<file path="src/rtl/dmem_bus_ctrl_pkg.sv">
// Shared core types for the MEM-stage data-memory path: access widths and
// the bus-controller state encoding.
package dmem_bus_ctrl_pkg;

    typedef enum logic [2:0] {
        LB  = 3'd0,
        LH  = 3'd1,
        LW  = 3'd2,
        LBU = 3'd4,
        LHU = 3'd5
    } mem_width_t;

    // Stores share the width encoding of the signed loads.
    localparam mem_width_t SB = LB;
    localparam mem_width_t SH = LH;
    localparam mem_width_t SW = LW;

    typedef enum logic [1:0] {
        IDLE = 2'd0,
        BUS  = 2'd1,
        DONE = 2'd2
    } dmem_state_t;

    localparam logic [1:0] SZ_BYTE = 2'd0;
    localparam logic [1:0] SZ_HALF = 2'd1;
    localparam logic [1:0] SZ_WORD = 2'd2;

    // Unused fun3 codes (011, 110, 111) fall through to word width.
    function automatic logic [1:0] size_code(input logic [2:0] fun3);
        case (fun3[1:0])
            2'd0:    size_code = SZ_BYTE;
            2'd1:    size_code = SZ_HALF;
            default: size_code = SZ_WORD;
        endcase
    endfunction

endpackage

</file>
<file path="src/rtl/dmem_bus_ctrl_align.sv">
// Byte-lane logic for one access: lane selects, store-data replication,
// load extraction with sign/zero extension and the alignment check.
module lsu_align
    import dmem_bus_ctrl_pkg::*;
(
    input  logic [2:0]  fun3_i,
    input  logic [1:0]  addr_i,
    input  logic [31:0] wdata_i,
    input  logic [31:0] dat_i,
    output logic [3:0]  sel_o,
    output logic [31:0] dat_o,
    output logic [31:0] rdata_ext_o,
    output logic        misaligned_o
);

    logic [1:0]  sz;
    logic        is_byte;
    logic        is_half;
    logic        sign_ext;
    logic [31:0] shifted;

    assign sz       = size_code(fun3_i);
    assign is_byte  = (sz == SZ_BYTE);
    assign is_half  = (sz == SZ_HALF);
    assign sign_ext = ~fun3_i[2];
    assign shifted  = dat_i >> {addr_i, 3'b000};

    assign misaligned_o = (is_half & addr_i[0]) | ((sz == SZ_WORD) & (|addr_i));

    always_comb begin
        if (is_byte) begin
            sel_o = 4'b0001 << addr_i;
        end else if (is_half) begin
            sel_o = 4'b0011 << addr_i;
        end else begin
            sel_o = 4'hF;
        end
    end

    // Every lane carries the byte the slave will pick for its sel position.
    for (genvar gi = 0; gi < 4; gi++) begin : g_lane
        assign dat_o[8*gi +: 8] = is_byte ? wdata_i[7:0] :
                                  is_half ? wdata_i[8*(gi%2) +: 8] :
                                            wdata_i[8*gi +: 8];
    end

    always_comb begin
        if (is_byte) begin
            rdata_ext_o = {{24{sign_ext & shifted[7]}}, shifted[7:0]};
        end else if (is_half) begin
            rdata_ext_o = {{16{sign_ext & shifted[15]}}, shifted[15:0]};
        end else begin
            rdata_ext_o = shifted;
        end
    end

endmodule

</file>
<file path="src/rtl/dmem_bus_ctrl.sv">
// MEM-stage load/store to single-beat Wishbone-classic bridge with pipeline
// stall, misalignment and bus-fault reporting. Optional abort: DMEM_TIMEOUT_EN.
module dmem_bus_ctrl
    import dmem_bus_ctrl_pkg::*;
#(
    parameter int ADDR_W  = 32,
    parameter int TIMEOUT = 255
) (
    input  logic              clk,
    input  logic              reset,
    input  logic              mem_read_mem,
    input  logic              mem_write_mem,
    input  logic [2:0]        fun3_mem,
    input  logic [ADDR_W-1:0] addr_mem,
    input  logic [31:0]       wdata_mem,
    output logic [31:0]       rdata_mem,
    output logic              stall_pipl,
    output logic              misaligned_mem,
    output logic              access_fault_mem,
    output logic              cyc_o,
    output logic              stb_o,
    output logic              we_o,
    output logic [ADDR_W-1:0] adr_o,
    output logic [31:0]       dat_o,
    output logic [3:0]        sel_o,
    input  logic [31:0]       dat_i,
    input  logic              ack_i,
    input  logic              err_i
);

    dmem_state_t       state_q, state_d;
    logic              cyc_q;
    logic              we_q;
    logic [ADDR_W-1:0] adr_q;
    logic [31:0]       dat_q;
    logic [3:0]        sel_q;
    logic [2:0]        fun3_q;
    logic [1:0]        off_q;
    logic [31:0]       rdata_q;
    logic              fault_q;

    logic              req;
    logic              in_idle;
    logic              in_bus;
    logic              issue;
    logic              bus_end;
    logic              timeout_hit;
    logic [2:0]        align_fun3;
    logic [1:0]        align_off;
    logic [3:0]        align_sel;
    logic [31:0]       align_dat;
    logic [31:0]       align_rdata;
    logic              align_mis;

    assign req     = mem_read_mem | mem_write_mem;
    assign in_idle = (state_q == IDLE);
    assign in_bus  = (state_q == BUS);

    // Once the access is on the bus, extraction uses the captured width/offset.
    assign align_fun3 = in_idle ? fun3_mem      : fun3_q;
    assign align_off  = in_idle ? addr_mem[1:0] : off_q;

    lsu_align u_align (
        .fun3_i       (align_fun3),
        .addr_i       (align_off),
        .wdata_i      (wdata_mem),
        .dat_i        (dat_i),
        .sel_o        (align_sel),
        .dat_o        (align_dat),
        .rdata_ext_o  (align_rdata),
        .misaligned_o (align_mis)
    );

    assign issue   = in_idle & req & ~align_mis;
    assign bus_end = in_bus & (ack_i | err_i | timeout_hit);

`ifdef DMEM_TIMEOUT_EN
    localparam int CNT_W = $clog2(TIMEOUT + 1);

    logic [CNT_W-1:0] cnt_q, cnt_d;

    // Idles at zero outside BUS, so every access starts counting afresh.
    assign cnt_d       = in_bus ? cnt_q + 1'b1 : '0;
    assign timeout_hit = in_bus & ~ack_i & ~err_i & (cnt_d == CNT_W'(TIMEOUT));

    always_ff @(posedge clk or posedge reset) begin
        if (reset) begin
            cnt_q <= '0;
        end else begin
            cnt_q <= cnt_d;
        end
    end
`else
    logic unused_timeout;

    assign unused_timeout = (TIMEOUT == 0);
    assign timeout_hit    = 1'b0;
`endif

    always_comb begin
        state_d = state_q;
        case (state_q)
            IDLE:    if (issue) state_d = BUS;
            BUS:     if (bus_end) state_d = DONE;
            DONE:    state_d = IDLE;
            default: state_d = IDLE;
        endcase
    end

    always_ff @(posedge clk or posedge reset) begin
        if (reset) begin
            state_q <= IDLE;
            cyc_q   <= 1'b0;
            we_q    <= 1'b0;
            adr_q   <= '0;
            dat_q   <= '0;
            sel_q   <= '0;
            fun3_q  <= '0;
            off_q   <= '0;
            rdata_q <= '0;
            fault_q <= 1'b0;
        end else begin
            state_q <= state_d;
            fault_q <= 1'b0;
            if (issue) begin
                cyc_q  <= 1'b1;
                we_q   <= mem_write_mem;
                adr_q  <= {addr_mem[ADDR_W-1:2], 2'b00};
                dat_q  <= align_dat;
                sel_q  <= align_sel;
                fun3_q <= fun3_mem;
                off_q  <= addr_mem[1:0];
            end else if (bus_end) begin
                cyc_q   <= 1'b0;
                we_q    <= 1'b0;
                adr_q   <= '0;
                dat_q   <= '0;
                sel_q   <= '0;
                fault_q <= err_i | timeout_hit;
                // Faults and stores leave the latch cleared.
                rdata_q <= (ack_i & ~err_i & ~we_q) ? align_rdata : '0;
            end
        end
    end

    // Gated by reset so the freeze request falls with the bus strobes.
    assign stall_pipl       = ~reset & (issue | in_bus);
    assign misaligned_mem   = ~reset & in_idle & req & align_mis;
    assign access_fault_mem = fault_q;
    assign rdata_mem        = (state_q == DONE) ? rdata_q : '0;

    assign cyc_o = cyc_q;
    assign stb_o = cyc_q;
    assign we_o  = we_q;
    assign adr_o = adr_q;
    assign dat_o = dat_q;
    assign sel_o = sel_q;

endmodule

</file>
<file path="config.mk">
export PLATFORM = sky130hd
export DESIGN_NAME = dmem_bus_ctrl
export DESIGN_NICKNAME = d
export VERILOG_FILES = /design/src/rtl/dmem_bus_ctrl_pkg.sv /design/src/rtl/dmem_bus_ctrl_align.sv /design/src/rtl/dmem_bus_ctrl.sv
export SDC_FILE = /design/constraint.sdc
export NUM_CORES = 1
export LEC_CHECK = 0
export CORE_MARGIN = 3
export CORE_UTILIZATION = 41
export CTS_CLUSTER_DIAMETER = 40
export CTS_CLUSTER_SIZE = 14
export DETAILED_ROUTE_END_ITERATION = 10
export PLACE_DENSITY = 0.88
export SETUP_SLACK_MARGIN = 0.5
export SLEW_MARGIN = 0
export SYNTH_ARGS = -nofsm -noshare
export SYNTH_HDL_FRONTEND = slang
export SYNTH_SLANG_ARGS = --single-unit
export TNS_END_PERCENT = 20
</file>
<file path="constraint.sdc">
create_clock -name clk -period 3.6 [get_ports clk]
set_input_delay 0.72 -clock clk [delete_from_list [all_inputs] [get_ports clk]]
set_output_delay 0.72 -clock clk [all_outputs]
set_load 0.05 [all_outputs]
</file>
* Word level (Yosys, flattened, before mapping) *
Index checks and enable logic that the tools add are counted.

operators by class
  bitwise gates (word level) = 23
  eq/ne operators = 7
  shifts and indexed selects = 3
  muxes and demuxes = 27
  reductions and logical operators = 7

operator list
  cell                 count
  $mux 32              7
  $mux 8               5
  $shr 32x5->32        1
  $mux 4               4
  $and 1x1->1          13
  $pmux 2 s2           2
  $eq 2x1->1 const B   3
  $logic_not 2->1      3
  $mux 2               3
  $not 1->1            6
  $mux 1               5
  $eq 2x2->1 const B   2
  $ne 2x1->1 const B   2
  $or 1x1->1           4
  $reduce_and 2->1     2
  $shl 1x2->4 const A  1
  $shl 2x2->4 const A  1
  $mux 3               1
  $reduce_bool 2->1    1
  $reduce_or 2->1      1

word-level totals
  logic and storage cells = 77
  register bits after elaboration = 110
  input port bits = 105

* Depth between registers and ports, before layout *
Gate-level depths: netlist of the first run.

  word-level depth = 11
  mapped depth = 8
  gate-level depth less buffers = 5

* Modules after synthesis *
From an unflattened synthesis of the first run, not the netlist that was laid out.

second synthesis, totals
  cells, all modules = 620
  area total of the unflattened synthesis = 6099.6 um^2

by module, submodules not included
  module         cells each  times used  area an instance (um^2)
  dmem_bus_ctrl  437         1           4860.9
  lsu_align      183         1           1238.7

* Worst setup path after synthesis of the first run *
No wires, ideal clock.

  path kind = input -> output
  start = input fun3_mem[0]
  end = output stall_pipl
  setup slack = 0.456 ns
  arrival = 2.424 ns
  required time = 2.880 ns
  stages on the path = 5
  cells stage by stage = or3_1 o31a_1 a21o_1 buf_2 a21oi_1

on the way
  word-level cells in the longest chain between the ends = 10
  elaborated cells between the ends (all ways) = 13
  those cells by class = eq/ne: 3; mux: 2; bitwise: 7; reduce/logical: 1

ends and longest elaborated chain
  item                                           line                                                  source
  start: declaration                             dmem_bus_ctrl.sv:13                                   input logic [2:0] fun3_mem,
  $mux 3 (*)                                     dmem_bus_ctrl.sv:60                                   assign align_fun3 = in_idle ? fun3_mem : fun3_q;
  $eq 2x1->1 or $logic_not 2->1 (tied branches)  dmem_bus_ctrl_pkg.sv:30                               case (fun3[1:0])
  $pmux 2 s2 (*)                                 dmem_bus_ctrl_pkg.sv:30
  $eq 2x1->1 or $eq 2x2->1 (tied branches)       dmem_bus_ctrl_align.sv:24, dmem_bus_ctrl_align.sv:28
  $and 1x1->1                                    dmem_bus_ctrl_align.sv:28                             assign misaligned_o = (is_half & addr_i[0]) | ((sz == SZ_WORD) & (|addr_i));
  $or 1x1->1 (*)                                 dmem_bus_ctrl_align.sv:28
  $not 1->1 (*)                                  dmem_bus_ctrl.sv:74                                   assign issue = in_idle & req & ~align_mis;
  $and 1x1->1 (*)                                dmem_bus_ctrl.sv:74
  $or 1x1->1 (*)                                 dmem_bus_ctrl.sv:147                                  assign stall_pipl = ~reset & (issue | in_bus);
  $and 1x1->1 (*)                                dmem_bus_ctrl.sv:147
  end: declaration                               dmem_bus_ctrl.sv:17                                   output logic stall_pipl,

Every way passes the cells marked *; elsewhere a longest branch is shown, timed or not.

* Final worst setup path of the first run *
  start = input fun3_mem[1]
  end = output stall_pipl

Same word-level chain as after synthesis.

==> results of run 1 <==
[Yosys cell counts (8+ instances only)]
master,n
a22oi_1,8
a2bb2oi_1,8
and2_1,34
buf_2,8
clkbuf_1,16
dfrtp_1,108
inv_1,42
mux2_1,10
mux2_2,11
mux2i_1,98
nand2_1,82
nand3_1,20
o31ai_1,10
[power groups by stage]
stage	sequential (W)	combinational, W	clock, W
2_1_floorplan	0.00324	0.00225	0
6_report	0.00212	0.00485	0.000962
3_3_place_gp	0.00210	0.00468	0
5_1_grt	0.00219	0.00514	0.00103
3_5_place_dp	0.00213	0.00482	0
4_1_cts	0.00212	0.00485	0.000986
[logic make-up after synthesis]
group / Yosys count
AND/OR/NAND/NOR: 159
multiplexers: 128
flip-flops: 108
buffers and inverters: 81
AO/OA/AOI/OAI: 67
other: 1
[cell type report]
cell class,count,area [um^2],share of cell area [%]
Sequential cell,108,2710,32.3
Clock inverter,6,47.5,0.568
Clock buffer,10,239,2.85
Inverter,42,161,1.93
Tap cell,176,220,2.63
Multi-Input combinational cell,356,2780,33.2
Timing Repair Buffer,223,2230,26.6
[registers in the layout (all words and copies together) (netlist names), 2 cells and up]
name     count
adr_o       30
state_q      2
sel_o        4
rdata_q     32
fun3_q       3
dat_o       32
off_q        2
[cell usage in the layout (no fill, tap or decap), types with 4 or more instances in the layout]
cell type,Yosys,final
mux2_2,11,11
a221oi_1,7,7
nand2_1,82,82
mux2_1,10,10
buf_12,0,4
nor2_1,7,6
mux2i_1,98,97
o21ai_0,6,5
clkdlybuf4s50_1,0,196
a22oi_1,8,8
and2_1,34,34
inv_1,42,41
dfrtp_1,108,106
clkbuf_16,0,9
mux4_2,7,7
buf_4,7,20
a22o_1,7,7
a2bb2oi_1,8,8
nand3_1,20,20
o31ai_1,10,9
[per-layer routing]
metal	up-vias	GRT usage (%)	routed length, um
li1	2279	-	-
met1	2421	27.6	6880
met2	272	37.2	8480
met3	36	7.29	1730
met4	0	8.16	472
met5	-	0	0
[worst max-delay path: cells and delay by family]
kind / cells / cell delay, ns
and+or+nand+nor: 1 / 0.41
AOI/OAI and AO/OA: 3 / 0.55
buffers and inverters: 2 / 0.65
[path summary, 6_finish.rpt]
| path | from | end | slack, ns |
|---|---|---|---|
| min in group asynchronous | reset | cyc_o | 1.00 |
| max in group asynchronous | reset | adr_o[19] | 1.83 |
| worst max register to register | state_q[1] | sel_o[2] | 1.18 |
| worst min-delay path | rdata_q[12] | rdata_q[12] | 0.48 |
| worst max-delay path | fun3_mem[1] | stall_pipl | 0.55 |
| worst min register to register | rdata_q[12] | rdata_q[12] | 0.48 |
[per-stage QoR]
| stage | area (um^2) | worst slack, ns | power [W] | hold slack, ns |
|---|---|---|---|---|
| 2_1_floorplan | 5800 | 0.456 | 0.00549 | 0.440 |
| 3_3_place_gp | 8050 | 0.397 | 0.00679 | 0.455 |
| 3_5_place_dp | 8050 | 0.342 | 0.00695 | 0.467 |
| 4_1_cts | 8350 | 0.478 | 0.00795 | 0.482 |
| 5_1_grt | 8380 | 0.502 | 0.00836 | 0.506 |
| 6_report | 8380 | 0.548 | 0.00793 | 0.480 |
[repair_timing]
action                     in CTS  in global routing
setup endpoints to repair       2                 27
gates resized for setup         5                  7
buffers inserted                0                  1
pin swaps                       0                  0
==> results.yml, run 1 <==
status:
  outcome: "completed"
worst_setup_path:
  crit_slowest_cell: "clkdlybuf4s50_1"
  critical_path_class: "in2out"
  cp-start-kind: "primary input"
  cp_data_arrival_time_ns: 2.33
  cp-end-kind: "output port"
  crit_required_ns: 2.88
  path_cells: "clkdlybuf4s50_1 -> or3_4 -> o31a_1 -> a21o_4 -> a21oi_4 -> buf_12"
  worstPathMaxFanout: 4
  max_stage_delay_ns: 0.50
  reg2regPathDepth: 6
synthesis:
  syn_area_mm2: 0.00580
  synth_warnings: 0
  synthDistinctLibCells: 51
  async_flop_share_pct: 100
  synthSimpleGateAreaFrac_pct: 13.1
  synthMuxAreaShare_pct: 24.4
  synth_xor_area_share_pct: 0
  synth.area.top_cells: "dfrtp_1 (47%), mux2i_1 (17%), nand2_1 (5.3%)"
  synth.top_cell.area_share_pct: 46.6
  synth_compound_area_share_pct: 9.22
  synth-seq-cells: 108
  synthAdderAreaFrac_pct: 0
  yosys.area.top_type: "dfrtp_1"
  synthFlopType: "dfrtp_1"
  synth.avg_cell_area_um2: 10.7
  yosysSeqAreaShare_pct: 46.6
  synth_cells: 544
  synth_top_family_by_area: "multiplexers"
  synth_edf_count: 0
detailed_routing:
  wl_um: 17600
  vias: 5008
  drtPass1Iterations: 5
  drc: 0
  drt_iter0_markers: 396
  wl_per_cell_um: 19.1
  vias_per_cell: 5.44
  antenna_left: 0
placed_design:
  hpwl_um: 13000
  dpl.cell_count: 904
  place_congestion: 0.880
  io_buffers: 208
power:
  cellLeakagePower_nw: 4.13
  p_comb_share_pct: 61.1
  ir_worst_vdd_mv: 0.672
  switching_share_pct: 48.0
  p_int_w: 0.00412
  power_frac_seq_pct: 26.7
  p_sw_w: 0.00381
  powerDensity_mw_per_mm2: 946
  p_clk_share_pct: 12.1
final_layout:
  stdcell_count: 921
  fillers: 1028
  postLayoutCoreUtil_pct: 62.0
  layout-drive-gt1-share_pct: 10.1
  fin_nets: 845
  syn2layout_area_growth_pct: 44.6
  antenna_cells: 0
sta:
  rsz0062_at_grt: "no"
  max-slew-margin-rel_pct: 44.5
  fin_tns_setup_ns: 0
  period_needed_ns: 3.05
  fin_skew_ns: 0.0108
  finalHoldViolations: 0
  fmax_ghz: 0.328
  finalMaxSlewViolations: 0
  tightestPinTransition_ns: 0.817
  finalCritPeriodShare_pct: 84.8
  setup_violations: 0
global_route:
  grt_max_degree: 75
  grt_pass1_vias: 5195
  grt_pass1_wl_um: 28100
  grt.total_usage_pct: 22.5
  antenna_found_initial: 0
  overflow: 0
hold_path:
  hold_path_depth: 2
  hold_class: "reg2reg"
clock_network:
  cts.hold.buffers_added: 0
  path_clk_slew_ns: 0.07
  tritoncts: "done"
  cts_buffer_depth: 2
  cts.sinks: 108
  cts_made_buffers: 9
  cts_root_buf: "clkbuf_16"
  cts_max_level: 3
  clk_latency_ns: 0.35
floorplan:
  rows: 42
  io_pins: 211
  die_w_um: 125
  coreArea_mm2: 0.0135
  die_h_um: 125
  dieArea_mm2: 0.0156
  start_util_pct: 42.9
flow_run:
  maxCapViolCount: 0
No activity file was read; power rests on OpenSTA's default activity.
==> run 2, diff against run 1 <==
- clock period: 3.6 -> 2.6 ns (I/O delays scaled with it)
==> run 2 against run 1 <==
Largest cell class is now buffers. Combinational power rose by 63%. The run now ends with setup timing left. Critical endpoint unchanged. Worst hold slack better by 0.021 ns. Critical path type is now reg2out. Via count is 6.7% higher.
==> results.yml, run 2 (same netlist as run 1, synthesis figures left out) <==
power:
  powerDensity_mw_per_mm2: 1310
  cellLeakagePower_nw: 4.57
  ir_worst_vdd_mv: 0.985
placed_design:
  place_congestion: 0.860
  placed_area_mm2: 0.00857
  dpl.cell_count: 920
  hpwl_um: 13600
  io_buffers: 208
final_layout:
  stdcell_count: 956
  fin_nets: 880
  postLayoutCoreUtil_pct: 69.5
  syn2layout_area_growth_pct: 62.0
  final_common_cell: "clkdlybuf4s50_1"
  antenna_cells: 0
  fillers: 882
  layout-drive-gt1-share_pct: 23.1
  stdcell_area_mm2: 0.00939
  layout_common_cells: "clkdlybuf4s50_1 (173), dfrtp_1 (107), mux2i_1 (97), nand2_1 (81), buf_12 (43)"
clock_network:
  clk_latency_ns: 0.36
  tritoncts: "done"
  path_clk_slew_ns: 0.08
  cts_buffer_depth: 2
  cts.hold.buffers_added: 0
  cts_made_buffers: 9
  cts.sinks: 108
  cts_max_level: 3
  cts_root_buf: "clkbuf_16"
detailed_routing:
  drtPass1Iterations: 5
  antenna_left: 0
  drc: 0
  drt_iter0_markers: 473
  wl_per_cell_um: 20.7
  vias_per_cell: 5.59
  wl_um: 19800
  vias: 5342
sta:
  fmax_ghz: 0.383
  period_needed_ns: 2.61
  holdWs_ns: 0.501
  finalCritPeriodShare_pct: 100
  finalWorstSetupSlack_ns: -0.00814
  fin_tns_setup_ns: -0.00814
  tightestPinTransition_ns: 0.717
  setup_violations: 1
  finalMaxSlewViolations: 0
  rsz0062_at_grt: "yes"
  finalHoldViolations: 0
  max-slew-margin-rel_pct: 52.2
  fin_skew_ns: 0.0126
hold_path:
  hold_path_depth: 2
  min_to: "rdata_q[15]"
  hold_class: "reg2reg"
  min_from: "rdata_q[15]"
worst_setup_path:
  r2r_start: "state_q[0]"
  worstPathMaxFanout: 5
  cp-start-kind: "flop"
  max_stage_delay_ns: 0.45
  cp-end-kind: "output port"
  worstReg2RegEnd: "rdata_q[8]"
  r2r_setup_slack_ns: 0.32
  reg2regPathDepth: 8
  crit_slowest_cell: "dfrtp_2"
  crit_required_ns: 2.08
  cp_data_arrival_time_ns: 2.09
  path_cells: "or2_4 -> or3_4 -> o31a_1 -> a21o_4 -> a21oi_4 -> buf_12"
  critical_path_class: "reg2out"
global_route:
  grt_pass1_wl_um: 30100
  grt_max_degree: 70
  overflow: 0
  grt_pass1_vias: 5557
  antenna_found_initial: 0
  grt.total_usage_pct: 23.9
status:
  violations: "setup timing"
  outcome: "complete, but fails checks"
floorplan:
  die_h_um: 125
  die_w_um: 125
  dieArea_mm2: 0.0156
  io_pins: 211
  start_util_pct: 42.9
  rows: 42
  coreArea_mm2: 0.0135
flow_run:
  maxCapViolCount: 0
[run 2: worst max-delay path by stage]
stage                           start    endpoint  slack (ns)
after floorplan            state_q[1]  stall_pipl       -0.33
after global placement    fun3_mem[0]  stall_pipl       -0.12
after detailed placement  addr_mem[1]   dat_o[29]       -0.19
after CTS                  state_q[0]  stall_pipl        0.01
after global routing       state_q[0]  stall_pipl       -0.06
final                      state_q[0]  stall_pipl      -0.008
[run 2: where the power goes]
part           switching [W]  leakage, nW  internal, W  total, W
Sequential          0.000540         1.39      0.00244   0.00298
Clock               0.000647        0.140     0.000753   0.00140
Combinational        0.00454         3.04      0.00335   0.00789
[run 2: timing repair]
item                                    in CTS  in global routing
cloned                                       1                  3
buffers inserted                             4                 12
pin swaps                                    1                 47
resized for setup                           11                 73
endpoints found under the setup margin     141                157
[run 2: per-layer routing]
metal | up-vias | global-route usage, % | routed length [um]
met3 | 56 | 6.56 | 1890
li1 | 2350 | - | -
met2 | 323 | 40.7 | 10000
met4 | 0 | 8.93 | 658
met5 | - | 0 | 0
met1 | 2613 | 29.0 | 7210
[run 2: metrics by stage]
stage	total power, W	worst slack [ns]
final	0.0123	-0.00814
after global routing	0.0128	-0.0594
after CTS	0.0116	0.0106
after detailed placement	0.00993	-0.186
after global placement	0.00968	-0.119
after floorplan	0.00760	-0.327
[run 2: cell type report]
cell class                      count  area [um^2]  area share [%]
Sequential cell                   108         2700            28.8
Tap cell                          176          220            2.35
Clock buffer                       11          233            2.48
Clock inverter                      5         60.1           0.640
Inverter                           42          161            1.72
Timing Repair Buffer              258         3020            32.1
Multi-Input combinational cell    356         2990            31.9
[run 2: critical path, delay by kind of cell (launching register included)]
kind	cells	cell delay [ns]
buf+inv	1	0.15
flops	1	0.45
compound gates	3	0.52
simple gates	2	0.63
==> run 3, diff against run 2 <==
- CTS_CLUSTER_SIZE: 14 -> 10
==> results of run 3 <==
No change in the layout: final DEF, timing and power equal those of run 2.
